**src/rtl/lsu_pkg.sv**
```systemverilog
// Shared types and decode helpers for the MEM-stage load/store unit.
// Optional build macro: LSU_MISALIGN_TRAP_EN.
package lsu_pkg;

    typedef enum logic [1:0] {
        IDLE,
        BUSY,
        DONE
    } lsu_state_e;

    typedef enum logic [1:0] {
        SZ_B,
        SZ_H,
        SZ_W
    } lsu_size_e;

    localparam logic [2:0] F3_B  = 3'b000;
    localparam logic [2:0] F3_H  = 3'b001;
    localparam logic [2:0] F3_W  = 3'b010;
    localparam logic [2:0] F3_BU = 3'b100;
    localparam logic [2:0] F3_HU = 3'b101;

    localparam int TIMEOUT_W = 16;

    // Reserved funct3 encodings fall back to a word access.
    function automatic lsu_size_e size_of(
        input logic [2:0] f3
    );
        lsu_size_e sz;
        unique case (f3)
            F3_B, F3_BU: sz = SZ_B;
            F3_H, F3_HU: sz = SZ_H;
            default:     sz = SZ_W;
        endcase
        return sz;
    endfunction

    function automatic logic [1:0] eff_off(
        input lsu_size_e  sz,
        input logic [1:0] off
    );
        logic [1:0] o;
        unique case (sz)
            SZ_B:    o = off;
            SZ_H:    o = {off[1], 1'b0};
            default: o = 2'b00;
        endcase
        return o;
    endfunction

    function automatic logic is_misal(
        input lsu_size_e  sz,
        input logic [1:0] off
    );
        logic m;
        unique case (sz)
            SZ_H:    m = off[0];
            SZ_W:    m = |off;
            default: m = 1'b0;
        endcase
        return m;
    endfunction

endpackage

```
**src/rtl/lsu_if.sv**
```systemverilog
// Data-bus valid/ack interface between the LSU and data memory.
interface lsu_if;

    logic        dbus_req;
    logic        dbus_we;
    logic [31:0] dbus_addr;
    logic [31:0] dbus_wdata;
    logic [3:0]  dbus_be;
    logic        dbus_ack;
    logic [31:0] dbus_rdata;
    logic        dbus_err;

    modport master (
        output dbus_req,
        output dbus_we,
        output dbus_addr,
        output dbus_wdata,
        output dbus_be,
        input  dbus_ack,
        input  dbus_rdata,
        input  dbus_err
    );

    modport slave (
        input  dbus_req,
        input  dbus_we,
        input  dbus_addr,
        input  dbus_wdata,
        input  dbus_be,
        output dbus_ack,
        output dbus_rdata,
        output dbus_err
    );

endinterface

```
**src/rtl/lsu_align.sv**
```systemverilog
// Store lane/byte-enable generation and load extract/extend.
// Purely combinational; the offset is masked to the access size.
module lsu_align
    import lsu_pkg::*;
(
    input  logic        st_write,
    input  logic [2:0]  st_funct3,
    input  logic [1:0]  st_off,
    input  logic [31:0] st_data,
    output logic [3:0]  st_be,
    output logic [31:0] st_lane,
    input  logic [2:0]  ld_funct3,
    input  logic [1:0]  ld_off,
    input  logic [31:0] ld_word,
    output logic [31:0] ld_data
);

    lsu_size_e  st_sz;
    lsu_size_e  ld_sz;
    logic [1:0] so;
    logic [1:0] lo;
    logic [7:0] ld_b;
    logic [15:0] ld_h;
    logic       sx;

    always_comb begin
        st_sz   = size_of(st_funct3);
        so      = eff_off(st_sz, st_off);
        st_be   = 4'b1111;
        st_lane = st_data;
        if (st_write) begin
            unique case (1'b1)
                st_sz == SZ_B: begin
                    st_be   = 4'b0001 << so;
                    st_lane = {4{st_data[7:0]}};
                end
                st_sz == SZ_H: begin
                    st_be   = so[1] ? 4'b1100 : 4'b0011;
                    st_lane = {2{st_data[15:0]}};
                end
                default: ;
            endcase
        end
    end

    always_comb begin
        ld_sz = size_of(ld_funct3);
        lo    = eff_off(ld_sz, ld_off);
        sx    = ~ld_funct3[2];
        unique case (lo)
            2'd0:    ld_b = ld_word[7:0];
            2'd1:    ld_b = ld_word[15:8];
            2'd2:    ld_b = ld_word[23:16];
            default: ld_b = ld_word[31:24];
        endcase
        ld_h = lo[1] ? ld_word[31:16] : ld_word[15:0];
        unique case (1'b1)
            ld_sz == SZ_B:
                ld_data = {{24{sx & ld_b[7]}}, ld_b};
            ld_sz == SZ_H:
                ld_data = {{16{sx & ld_h[15]}}, ld_h};
            default:
                ld_data = ld_word;
        endcase
    end

endmodule

```
**src/rtl/load_store_unit.sv**
```systemverilog
// MEM-stage load/store unit: IDLE/BUSY/DONE bus sequencer with timeout.
// Optional build macro: LSU_MISALIGN_TRAP_EN (misaligned accesses trap).
module load_store_unit
    import lsu_pkg::*;
#(
    parameter int TIMEOUT_CYCLES = 255
) (
    input  logic        clk,
    input  logic        rst_n,
    input  logic        req_valid,
    input  logic        req_write,
    input  logic [2:0]  req_funct3,
    input  logic [31:0] req_addr,
    input  logic [31:0] req_wdata,
    output logic        lsu_stall,
    output logic [31:0] load_data,
    output logic        load_valid,
    output logic        bus_err,
    output logic        misalign,
    lsu_if.master       dbus
);

    localparam logic [TIMEOUT_W-1:0] TO_LAST =
        TIMEOUT_W'(TIMEOUT_CYCLES - 1);

    lsu_state_e state_q;
    lsu_state_e state_d;

    logic [29:0]          addr_q;
    logic [1:0]           off_q;
    logic [2:0]           f3_q;
    logic                 we_q;
    logic [3:0]           be_q;
    logic [31:0]          wdata_q;
    logic [TIMEOUT_W-1:0] cnt_q;
    logic                 err_q;
    logic [31:0]          ldata_q;

    logic        take;
    logic        trap_req;
    logic        fin_ok;
    logic        fin_err;
    logic [3:0]  st_be;
    logic [31:0] st_lane;
    logic [31:0] ld_fmt;

    lsu_align u_align (
        .st_write  (req_write),
        .st_funct3 (req_funct3),
        .st_off    (req_addr[1:0]),
        .st_data   (req_wdata),
        .st_be     (st_be),
        .st_lane   (st_lane),
        .ld_funct3 (f3_q),
        .ld_off    (off_q),
        .ld_word   (dbus.dbus_rdata),
        .ld_data   (ld_fmt)
    );

`ifdef LSU_MISALIGN_TRAP_EN
    logic mis_q;

    assign trap_req = is_misal(size_of(req_funct3), req_addr[1:0]);
    assign misalign = (state_q == DONE) & mis_q;

    always_ff @(posedge clk or negedge rst_n) begin
        if (!rst_n) begin
            mis_q <= 1'b0;
        end else if (take) begin
            mis_q <= trap_req;
        end
    end
`else
    assign trap_req = 1'b0;
    assign misalign = 1'b0;
`endif

    always_comb begin
        state_d = state_q;
        take    = 1'b0;
        fin_ok  = 1'b0;
        fin_err = 1'b0;
        unique case (state_q)
            IDLE: begin
                if (req_valid) begin
                    take    = 1'b1;
                    state_d = trap_req ? DONE : BUSY;
                end
            end
            BUSY: begin
                // error beats a simultaneous ack; ack beats the timeout
                if (dbus.dbus_err) begin
                    fin_err = 1'b1;
                    state_d = DONE;
                end else if (dbus.dbus_ack) begin
                    fin_ok  = 1'b1;
                    state_d = DONE;
                end else if (cnt_q == TO_LAST) begin
                    fin_err = 1'b1;
                    state_d = DONE;
                end
            end
            DONE: state_d = IDLE;
            default: state_d = IDLE;
        endcase
    end

    always_ff @(posedge clk or negedge rst_n) begin
        if (!rst_n) begin
            state_q <= IDLE;
            addr_q  <= '0;
            off_q   <= '0;
            f3_q    <= '0;
            we_q    <= 1'b0;
            be_q    <= '0;
            wdata_q <= '0;
            cnt_q   <= '0;
            err_q   <= 1'b0;
            ldata_q <= '0;
        end else begin
            state_q <= state_d;
            if (take) begin
                addr_q  <= req_addr[31:2];
                off_q   <= req_addr[1:0];
                f3_q    <= req_funct3;
                we_q    <= req_write;
                be_q    <= st_be;
                wdata_q <= st_lane;
                cnt_q   <= '0;
                err_q   <= 1'b0;
            end else if (state_q == BUSY) begin
                cnt_q <= cnt_q + 1'b1;
            end
            if (fin_err) begin
                err_q   <= 1'b1;
                ldata_q <= '0;
            end else if (fin_ok && !we_q) begin
                ldata_q <= ld_fmt;
            end else if (take && trap_req) begin
                ldata_q <= '0;
            end
        end
    end

    assign lsu_stall = ((state_q == IDLE) & req_valid)
                     | (state_q == BUSY);
    assign load_data  = ldata_q;
    assign load_valid = (state_q == DONE) & ~we_q;
    assign bus_err    = (state_q == DONE) & err_q;

    assign dbus.dbus_req   = (state_q == BUSY);
    assign dbus.dbus_we    = we_q;
    assign dbus.dbus_addr  = {addr_q, 2'b00};
    assign dbus.dbus_wdata = wdata_q;
    assign dbus.dbus_be    = be_q;

endmodule
```
**src/flat_wrapper.sv**
```systemverilog
// flat-port wrapper written by rule: the top's interface ports become plain ports
module load_store_unit_flat import lsu_pkg::*;
#(
    parameter int TIMEOUT_CYCLES = 255
)
  (clk, rst_n, req_valid, req_write, req_funct3, req_addr, req_wdata, lsu_stall, load_data, load_valid, bus_err, misalign, dbus_dbus_req, dbus_dbus_we, dbus_dbus_addr, dbus_dbus_wdata, dbus_dbus_be, dbus_dbus_ack, dbus_dbus_rdata, dbus_dbus_err);
  lsu_if dbus_i ();
  input  logic clk;
  input  logic rst_n;
  input  logic req_valid;
  input  logic req_write;
  input  logic [2:0] req_funct3;
  input  logic [31:0] req_addr;
  input  logic [31:0] req_wdata;
  output logic lsu_stall;
  output logic [31:0] load_data;
  output logic load_valid;
  output logic bus_err;
  output logic misalign;
  output wire logic [$bits(dbus_i.dbus_req)-1:0] dbus_dbus_req;
  output wire logic [$bits(dbus_i.dbus_we)-1:0] dbus_dbus_we;
  output wire logic [$bits(dbus_i.dbus_addr)-1:0] dbus_dbus_addr;
  output wire logic [$bits(dbus_i.dbus_wdata)-1:0] dbus_dbus_wdata;
  output wire logic [$bits(dbus_i.dbus_be)-1:0] dbus_dbus_be;
  input wire logic [$bits(dbus_i.dbus_ack)-1:0] dbus_dbus_ack;
  input wire logic [$bits(dbus_i.dbus_rdata)-1:0] dbus_dbus_rdata;
  input wire logic [$bits(dbus_i.dbus_err)-1:0] dbus_dbus_err;
  assign dbus_dbus_req = dbus_i.dbus_req;
  assign dbus_dbus_we = dbus_i.dbus_we;
  assign dbus_dbus_addr = dbus_i.dbus_addr;
  assign dbus_dbus_wdata = dbus_i.dbus_wdata;
  assign dbus_dbus_be = dbus_i.dbus_be;
  assign dbus_i.dbus_ack = dbus_dbus_ack;
  assign dbus_i.dbus_rdata = dbus_dbus_rdata;
  assign dbus_i.dbus_err = dbus_dbus_err;
  load_store_unit #(.TIMEOUT_CYCLES(TIMEOUT_CYCLES)) u_core (.clk(clk), .rst_n(rst_n), .req_valid(req_valid), .req_write(req_write), .req_funct3(req_funct3), .req_addr(req_addr), .req_wdata(req_wdata), .lsu_stall(lsu_stall), .load_data(load_data), .load_valid(load_valid), .bus_err(bus_err), .misalign(misalign), .dbus(dbus_i));
endmodule
```
**config.mk**
```make
export PLATFORM = sky130hd
export DESIGN_NAME = load_store_unit_flat
export DESIGN_NICKNAME = d
export VERILOG_FILES = /design/src/rtl/lsu_pkg.sv /design/src/rtl/lsu_if.sv /design/src/rtl/lsu_align.sv /design/src/rtl/load_store_unit.sv /design/src/flat_wrapper.sv
export SDC_FILE = /design/constraint.sdc
export NUM_CORES = 1
export LEC_CHECK = 0
export CORE_MARGIN = 2
export CORE_UTILIZATION = 42
export CTS_CLUSTER_DIAMETER = 30
export DETAILED_ROUTE_END_ITERATION = 6
export PLACE_DENSITY = 0.85
export SETUP_SLACK_MARGIN = 0.3
export SLEW_MARGIN = 20
export SYNTH_ARGS = -nofsm -noshare
export SYNTH_HDL_FRONTEND = slang
export SYNTH_HIERARCHICAL = 1
export SYNTH_SLANG_ARGS = --single-unit
```
**constraint.sdc**
```tcl
create_clock -name clk -period 1.6 [get_ports clk]
set_input_delay 0.16 -clock clk [delete_from_list [all_inputs] [get_ports clk]]
set_output_delay 0.16 -clock clk [all_outputs]
set_load 0.03 [all_outputs]
```
# Word-level counts from Yosys, hierarchy flattened
# Index checks and enable logic that the tools add are counted.
# word_totals
register_bits	123
out_inout_bits	106
elab_cells	83
# op_classes
n_addsub	1
eq_ne	15
shift	1
muxes	32
bitwise_logic	8
reduce_logical	16
# op_table
op	count
$pmux W32 S2	2
$mux W32	3
$mux W16	3
$pmux W8 S3	1
$pmux W2 S2	5
$add A16 B1 Y16 const B	1
$eq A16 B8 Y1 const B	1
$eq A3 B3 Y1 const B	4
$mux W1	11
$eq A2 B1 Y1 const B	4
$logic_not A2 Y1	4
$mux W2	4
$mux W4	2
$pmux W4 S2	1
$reduce_or A2 Y1	4
$eq A3 B1 Y1 const B	2
$logic_not A3 Y1	2
$reduce_bool A2 Y1	3
$and A1 B1 Y1	5
$eq A2 B2 Y1 const B	2
$ne A4 B1 Y1 const B	1
$shl A1 B2 Y4 const A	1
$ne A2 B2 Y1 const B	1
$not A1 Y1	2
other kinds (4)	4

# Longest topological paths before layout
# logic_depth
depth_word	11
mapped_depth	8

# Hierarchy
# The synthesis kept the hierarchy.
# by_module_without_submodules
mod	n_inst	cells_each	area_per_inst_um2	seq_area_each_um2
load_store_unit	1	559	5047.3	3078.0
lsu_align	1	211	1228.7	0.0

# Worst setup path after synthesis
# No wires, ideal clock.
# synth_timing
path_kind	register to register
start	reg u_core.cnt_q[12]
end	reg u_core.ldata_q[10], in the netlist u_core/load_data[10]
setup_ns	0.119
arrival_time_ns	1.517
t_required_ns	1.481
path_slack_ns	-0.036
path_stages_with_launch	6
cell_sequence	dfrtp_1 > nor4_2 > nand3b_1 > o41ai_4 > buf_6 > a21oi_2
# synth_between
elab_chain_len	6
# synth_rtl
element	line	text
start, declared	load_store_unit.sv:35	logic [TIMEOUT_W-1:0] cnt_q;
start signal, assigned	load_store_unit.sv:132	cnt_q <= cnt_q + 1'b1;
$eq A16 B8 Y1 *	load_store_unit.sv:98	end else if (cnt_q == TO_LAST) begin
$mux W1 *	load_store_unit.sv:98	
$mux W1 *	load_store_unit.sv:95	end else if (dbus.dbus_ack) begin
$mux W1 *	load_store_unit.sv:92	if (dbus.dbus_err) begin
$mux W1 *	load_store_unit.sv:83	unique case (state_q)
$mux W32 / $reduce_bool A2 Y1 (equally long branches)	n/a	
end signal, assigned	load_store_unit.sv:138	ldata_q <= ld_fmt;
end, declared	load_store_unit.sv:37	logic [31:0] ldata_q;
# Mark *: on every way between the ends. The rest lies on a longest branch, timed or not.
# A chain may end at the register's enable or synchronous reset.

# Worst setup path after layout
# layout_timing
start	reg u_core.off_q[1]
end	reg u_core.ldata_q[20], in the netlist u_core/load_data[20]
# layout_between
elab_chain_len	7
# layout_rtl
element	line	text
start, declared	load_store_unit.sv:30	logic [1:0] off_q;
start signal, assigned	load_store_unit.sv:124	off_q <= req_addr[1:0];
$pmux W2 S2 *	lsu_pkg.sv:43	unique case (sz)
$eq A2 B2 Y1 (tied with other cells)	lsu_align.sv:50	unique case (lo)
$pmux W8 S3	lsu_align.sv:50	
$and A1 B1 Y1	lsu_align.sv:59	ld_data = {{24{sx & ld_b[7]}}, ld_b};
$pmux W32 S2 *	lsu_align.sv:57	unique case (1'b1)
net u_core.ld_fmt[20]	load_store_unit.sv:45	logic [31:0] ld_fmt;
$mux W32 *	load_store_unit.sv:137	end else if (fin_ok && !we_q) begin
$mux W32 *	load_store_unit.sv:134	if (fin_err) begin
# Mark *: on every way through the listed nets, which the timed path passes. The rest lies on a longest branch. The select of a mux whose other input is x is not followed.

==> impl_summary.txt <==
----------------------------------------------------
[Run status]
  Result of the run ... complete, but fails checks
  Violations in the final reports ... setup timing

[Timing]
  Worst-case setup margin in the final layout ... -0.181 ns
  Post-route clock period utilization ... 1.11
  Worst slack on hold paths ... 0.212 ns
  Fin. Hold Viols ... 0
  Total setup violations reported at the end of the flow ... 77
  Worst clock skew on the final layout ... 0.0109 ns
  Period minus WS final ... 1.78 ns
  RSZ-0062 raised after global routing ... yes
  Maximum clock frequency ... 0.562 GHz
  Final Max Slew Viols ... 0
  Sum Neg Setup Slack ... -6.77 ns

[Clock tree]
  CTS clock-pin slew for the worst setup and hold paths ... approximately 0.05 ns
  Clock root buffer ... sky130_fd_sc_hd__clkbuf_16
  Number of H-tree branching levels ... 4
  Num CTS Buffers ... 17
  Clock network latency to the later pin of the worst-skew pair ... 0.42 ns
  Max Buffers Root-to-Sink ... 2
  TritonCTS clock tree ... done
  Clk sink count ... 123

[Route]
  Aggregate routed wire length ... 28.1 mm
  Vias ... 7351
  Detailed-router iteration count before antenna repair ... 6
  Remaining design rule violation count ... 0
  DRC violation total after the first TritonRoute iteration ... just over 700
  Mean routed wirelength per cell ... 22.0 um
  Antenna violation net count after detailed routing ... 0
  Post-detailed-route via-to-cell ratio ... a little under 6

[Die]
  Die extent in y ... 126 um
  # rows ... 44
  Number of top-level pins ... ~210
  Area inside the core boundary ... 0.0146 sq mm
  Horizontal die dimension ... 126 um
  Initial cell density of the core ... 0.430
  Total Die Area ... 0.0159 sq mm

[Power and ir drop]
  Switching power of the nets ... 7.49 mW
  Cell internal power dissipation ... 10.6 mW
  Worst supply voltage drop on vdd ... 1.06 mV
  Overall power consumption ... roughly 18 mW
  Cell leakage power ... 5.62 nW
  Sequential Power Share ... 0.264
  Power density normalized to cell area ... 1540 mW/mm^2
  Clock power share ... 0.214
  Switching portion of total power ... 0.414
  Portion of total power attributed to combinational logic ... 0.521

[Synthesis]
  Sequential area share after synthesis ... 0.490
  Synth area leader ... sky130_fd_sc_hd__dfrtp_1
  Synth area leaders ... sky130_fd_sc_hd__dfrtp_1, sky130_fd_sc_hd__nand2_1, sky130_fd_sc_hd__a21oi_1
  Gate Count Post-Synth ... 770
  Synth unique cells ... between 40 and 50
  Area share of the largest cell type after synthesis ... 0.490
  Number of synthesized register bits ... 123
  Yosys warnings ... 6
  Syn Std Cell Area ... roughly 0.0063 sq mm
  Main flop type after synthesis ... sky130_fd_sc_hd__dfrtp_1
  Ys async rst share ... 1.00
  Number of enable-type register cells in the synthesized netlist ... 0
  Syn avg cell area ... 8.15 sq um

[Cells and area]
  # fillers ... between 700 and 800
  Share of layout cells above drive strength 1 ... 0.447
  Area taken by multi-input logic gates ... 0.00388 sq mm
  Net count, final ... 1186
  Number of standard cells in the final layout excluding fillers ... 1275
  Total area of sequential cells ... approximately 0.003 sq mm
  Count of inserted antenna diode cells ... 0
  Area growth from synthesis to layout ... 86.9%

[Global route]
  Number of global-route vias before repair ... between 7000 and 8000
  Global-route wire length before repair ... 38.3 mm
  Overall Global Routing Usage ... 0.310
  Grt ovf ... 0
  Antenna violations before repair ... 0
  Maximum number of pins on one net before global-route repair ... 45

[Setup path]
  Critical Path, Cell by Cell ... buf_6 > mux2_4 > nand2_4 > o32a_4 > nand2_1 > nand2_1 > a21oi_2
  Worst r2r path cells ... 7
  Number of cells on the critical path ... 7
  Reg-to-reg slack, setup ... -0.18 ns
  Type of element launching the critical path ... flop
  Data arrival time of the worst path ... 2.12 ns
  Crit-path max cell delay ... 0.49 ns
  Crit end category ... flop
  Dominant cell type by count on the critical path ... sky130_fd_sc_hd__nand2_1
  Critical path's top delay family ... compound AO/OA/AOI/OAI gates
  Worst setup path endpoint ... u_core/load_data[20]$_DFFE_PN0P_
  Worst endpoint required time ... 1.94 ns
  Worst Path Buf+Inv ... 1
  Category of the critical setup timing path ... reg2reg
  Capture instance of the worst register-to-register path ... u_core/load_data[20]$_DFFE_PN0P_
  Cell at the slowest stage of the critical path ... sky130_fd_sc_hd__dfrtp_2
  Start of the worst register-to-register path ... u_core/off_q[1]$_DFFE_PN0P_
  Startpoint of the worst setup timing path ... u_core/off_q[1]$_DFFE_PN0P_
  Peak fanout along the critical path ... 8

[Placed design]
  Weighted congestion at the end of routability-driven global placement ... 0.885
  Half-perimeter wire length after detailed placement ... approximately 14 mm
  Post-placement setup slack ... -0.180 ns
  Placed Instances ... around 1200
  Number of buffers inserted by port buffering ... 207

[Job]
  Max-Cap Viols ... 0

[Hold path]
  Path class of the lowest-slack min-delay path ... in2async

----------------------------------------------------
==> cells in the mapped netlist, types with 2 or more instances <==
library cell and number:
sky130_fd_sc_hd__ha_1 2, sky130_fd_sc_hd__mux2i_1 17, sky130_fd_sc_hd__a21o_1 4, sky130_fd_sc_hd__o211ai_1 4
sky130_fd_sc_hd__nand2_1 380, sky130_fd_sc_hd__dfrtp_1 123, sky130_fd_sc_hd__inv_1 3, sky130_fd_sc_hd__a21oi_2 10
sky130_fd_sc_hd__nor2_1 14, sky130_fd_sc_hd__a21oi_1 35, sky130_fd_sc_hd__a31oi_1 3, sky130_fd_sc_hd__nor3b_1 2
sky130_fd_sc_hd__nor3_1 6, sky130_fd_sc_hd__nand3_1 11, sky130_fd_sc_hd__o22a_1 3, sky130_fd_sc_hd__nor2_2 2
sky130_fd_sc_hd__a221o_1 5, sky130_fd_sc_hd__and3b_1 4, sky130_fd_sc_hd__buf_4 11, sky130_fd_sc_hd__o21ai_0 29
sky130_fd_sc_hd__nand2b_1 9, sky130_fd_sc_hd__buf_6 4, sky130_fd_sc_hd__a22oi_1 2, sky130_fd_sc_hd__clkbuf_1 26
sky130_fd_sc_hd__buf_2 12, sky130_fd_sc_hd__and3_1 6, sky130_fd_sc_hd__mux2_2 10, sky130_fd_sc_hd__nor2b_1 10
sky130_fd_sc_hd__nand4_1 3
==> layout by cell type (no fill, tap or decap), types with 5 or more instances in the layout <==
| cell | n |
|---|---|
| sky130_fd_sc_hd__a21oi_1 | 13 |
| sky130_fd_sc_hd__nand2_1 | 250 |
| sky130_fd_sc_hd__nand2_4 | 53 |
| sky130_fd_sc_hd__o21ai_0 | 17 |
| sky130_fd_sc_hd__nand2b_1 | 7 |
| sky130_fd_sc_hd__a221o_1 | 5 |
| sky130_fd_sc_hd__mux2i_1 | 16 |
| sky130_fd_sc_hd__nand2_2 | 76 |
| sky130_fd_sc_hd__nor2_1 | 9 |
| sky130_fd_sc_hd__nor2b_1 | 7 |
| sky130_fd_sc_hd__clkdlybuf4s15_2 | 90 |
| sky130_fd_sc_hd__dfrtp_1 | 119 |
| sky130_fd_sc_hd__mux2_2 | 8 |
| sky130_fd_sc_hd__clkbuf_16 | 23 |
| sky130_fd_sc_hd__a21oi_2 | 31 |
| sky130_fd_sc_hd__buf_4 | 64 |
| sky130_fd_sc_hd__clkdlybuf4s50_1 | 103 |
| sky130_fd_sc_hd__o21ai_1 | 8 |
| sky130_fd_sc_hd__buf_12 | 19 |
| sky130_fd_sc_hd__buf_2 | 8 |
| sky130_fd_sc_hd__buf_6 | 31 |
| sky130_fd_sc_hd__buf_16 | 15 |
==> worst min path at each step <==
stage / endpoint / slack (ns) / cells after the start
2_1_floorplan: u_core/addr_q[0]$_DFFE_PN0P_ / -0.14 / 0
3_3_place_gp: u_core/err_q$_DFFE_PN0P_ / 0.1 / 1
3_5_place_dp: u_core/cnt_q[15]$_DFFE_PN0P_ / 0.10 / 1
4_1_cts: u_core/dbus.dbus_wdata[24]$_DFFE_PN0P_ / 0.21 / 2
5_1_grt: u_core/cnt_q[2]$_DFFE_PN0P_ / 0.24 / 2
6_report: u_core/cnt_q[15]$_DFFE_PN0P_ / 0.21 / 2
==> area by class of cell <==
type | instances | share of cell area
Clock buffer | 23 | 0.0399
Clock inverter | 8 | 0.0100
Timing Repair Buffer | 341 | 0.334
Multi-Input combinational cell | 592 | 0.331
Tap cell | 184 | 0.0196
Inverter | 4 | 0.00235
Sequential cell | 123 | 0.263
==> kinds of logic (layout without fill, tap and decap cells) <==
family,after synthesis,after routing,share of synthesized area
buffers and inverters,58,376,0.0486
adder cells (fa/ha/maj),2,2,0.00399
multiplexers,27,27,0.0451
AND/OR/NAND/NOR,453,453,0.296
flip-flops,123,123,0.490
XOR/XNOR,2,2,0.00279
AO/OA/AOI/OAI,104,105,0.112
other,1,3,0.000598
==> sequential cells by signal (all words and copies together) (netlist names) <==
register                count
u_core/state_q              2
u_core/err_q                1
u_core/dbus.dbus_be         4
u_core/dbus.dbus_wdata     32
u_core/load_data           32
u_core/cnt_q               16
u_core/f3_q                 3
u_core/addr_q              30
u_core/off_q                2
u_core/dbus.dbus_we         1
==> timing repair <==
| item | 4_1_cts | 5_1_grt |
|---|---|---|
| gates cloned | 15 | 7 |
| hold buffers | 1 | 0 |
| endpoints found under the hold margin | 51 | 0 |
| setup endpoints to repair | 221 | 135 |
| pin swaps | 47 | 80 |
| gates resized for setup | 455 | 194 |
| setup buffers | 35 | 15 |
==> power by group through the flow <==
| stage | clock network [mW] | registers [mW] | logic, mW |
|---|---|---|---|
| after global placement | 0 | 4.67 | 7.08 |
| after detailed placement | 0 | 4.70 | 7.21 |
| after global routing | 4.09 | 4.87 | 9.80 |
| final | 3.87 | 4.78 | 9.43 |
| after floorplan | 0 | 6.34 | 2.38 |
| after CTS | 3.91 | 4.68 | 8.15 |
==> stage by stage <==
stage | cell area, sq um | utilization
2_1_floorplan | 6380 | -
3_3_place_gp | 8950 | 0.614
3_5_place_dp | 8950 | 0.614
4_1_cts | 10800 | 0.743
5_1_grt | 11700 | 0.804
6_report | 11700 | 0.804
==> per-layer routing <==
layer | global-route usage | up-vias | share of wire
li1 | - | 3115 | -
met1 | 0.340 | 3528 | 0.34
met2 | 0.532 | 549 | 0.50
met3 | 0.0871 | 159 | 0.094
met4 | 0.189 | 0 | 0.064
met5 | 0 | - | 0
No activity file was read; power rests on OpenSTA's default activity.
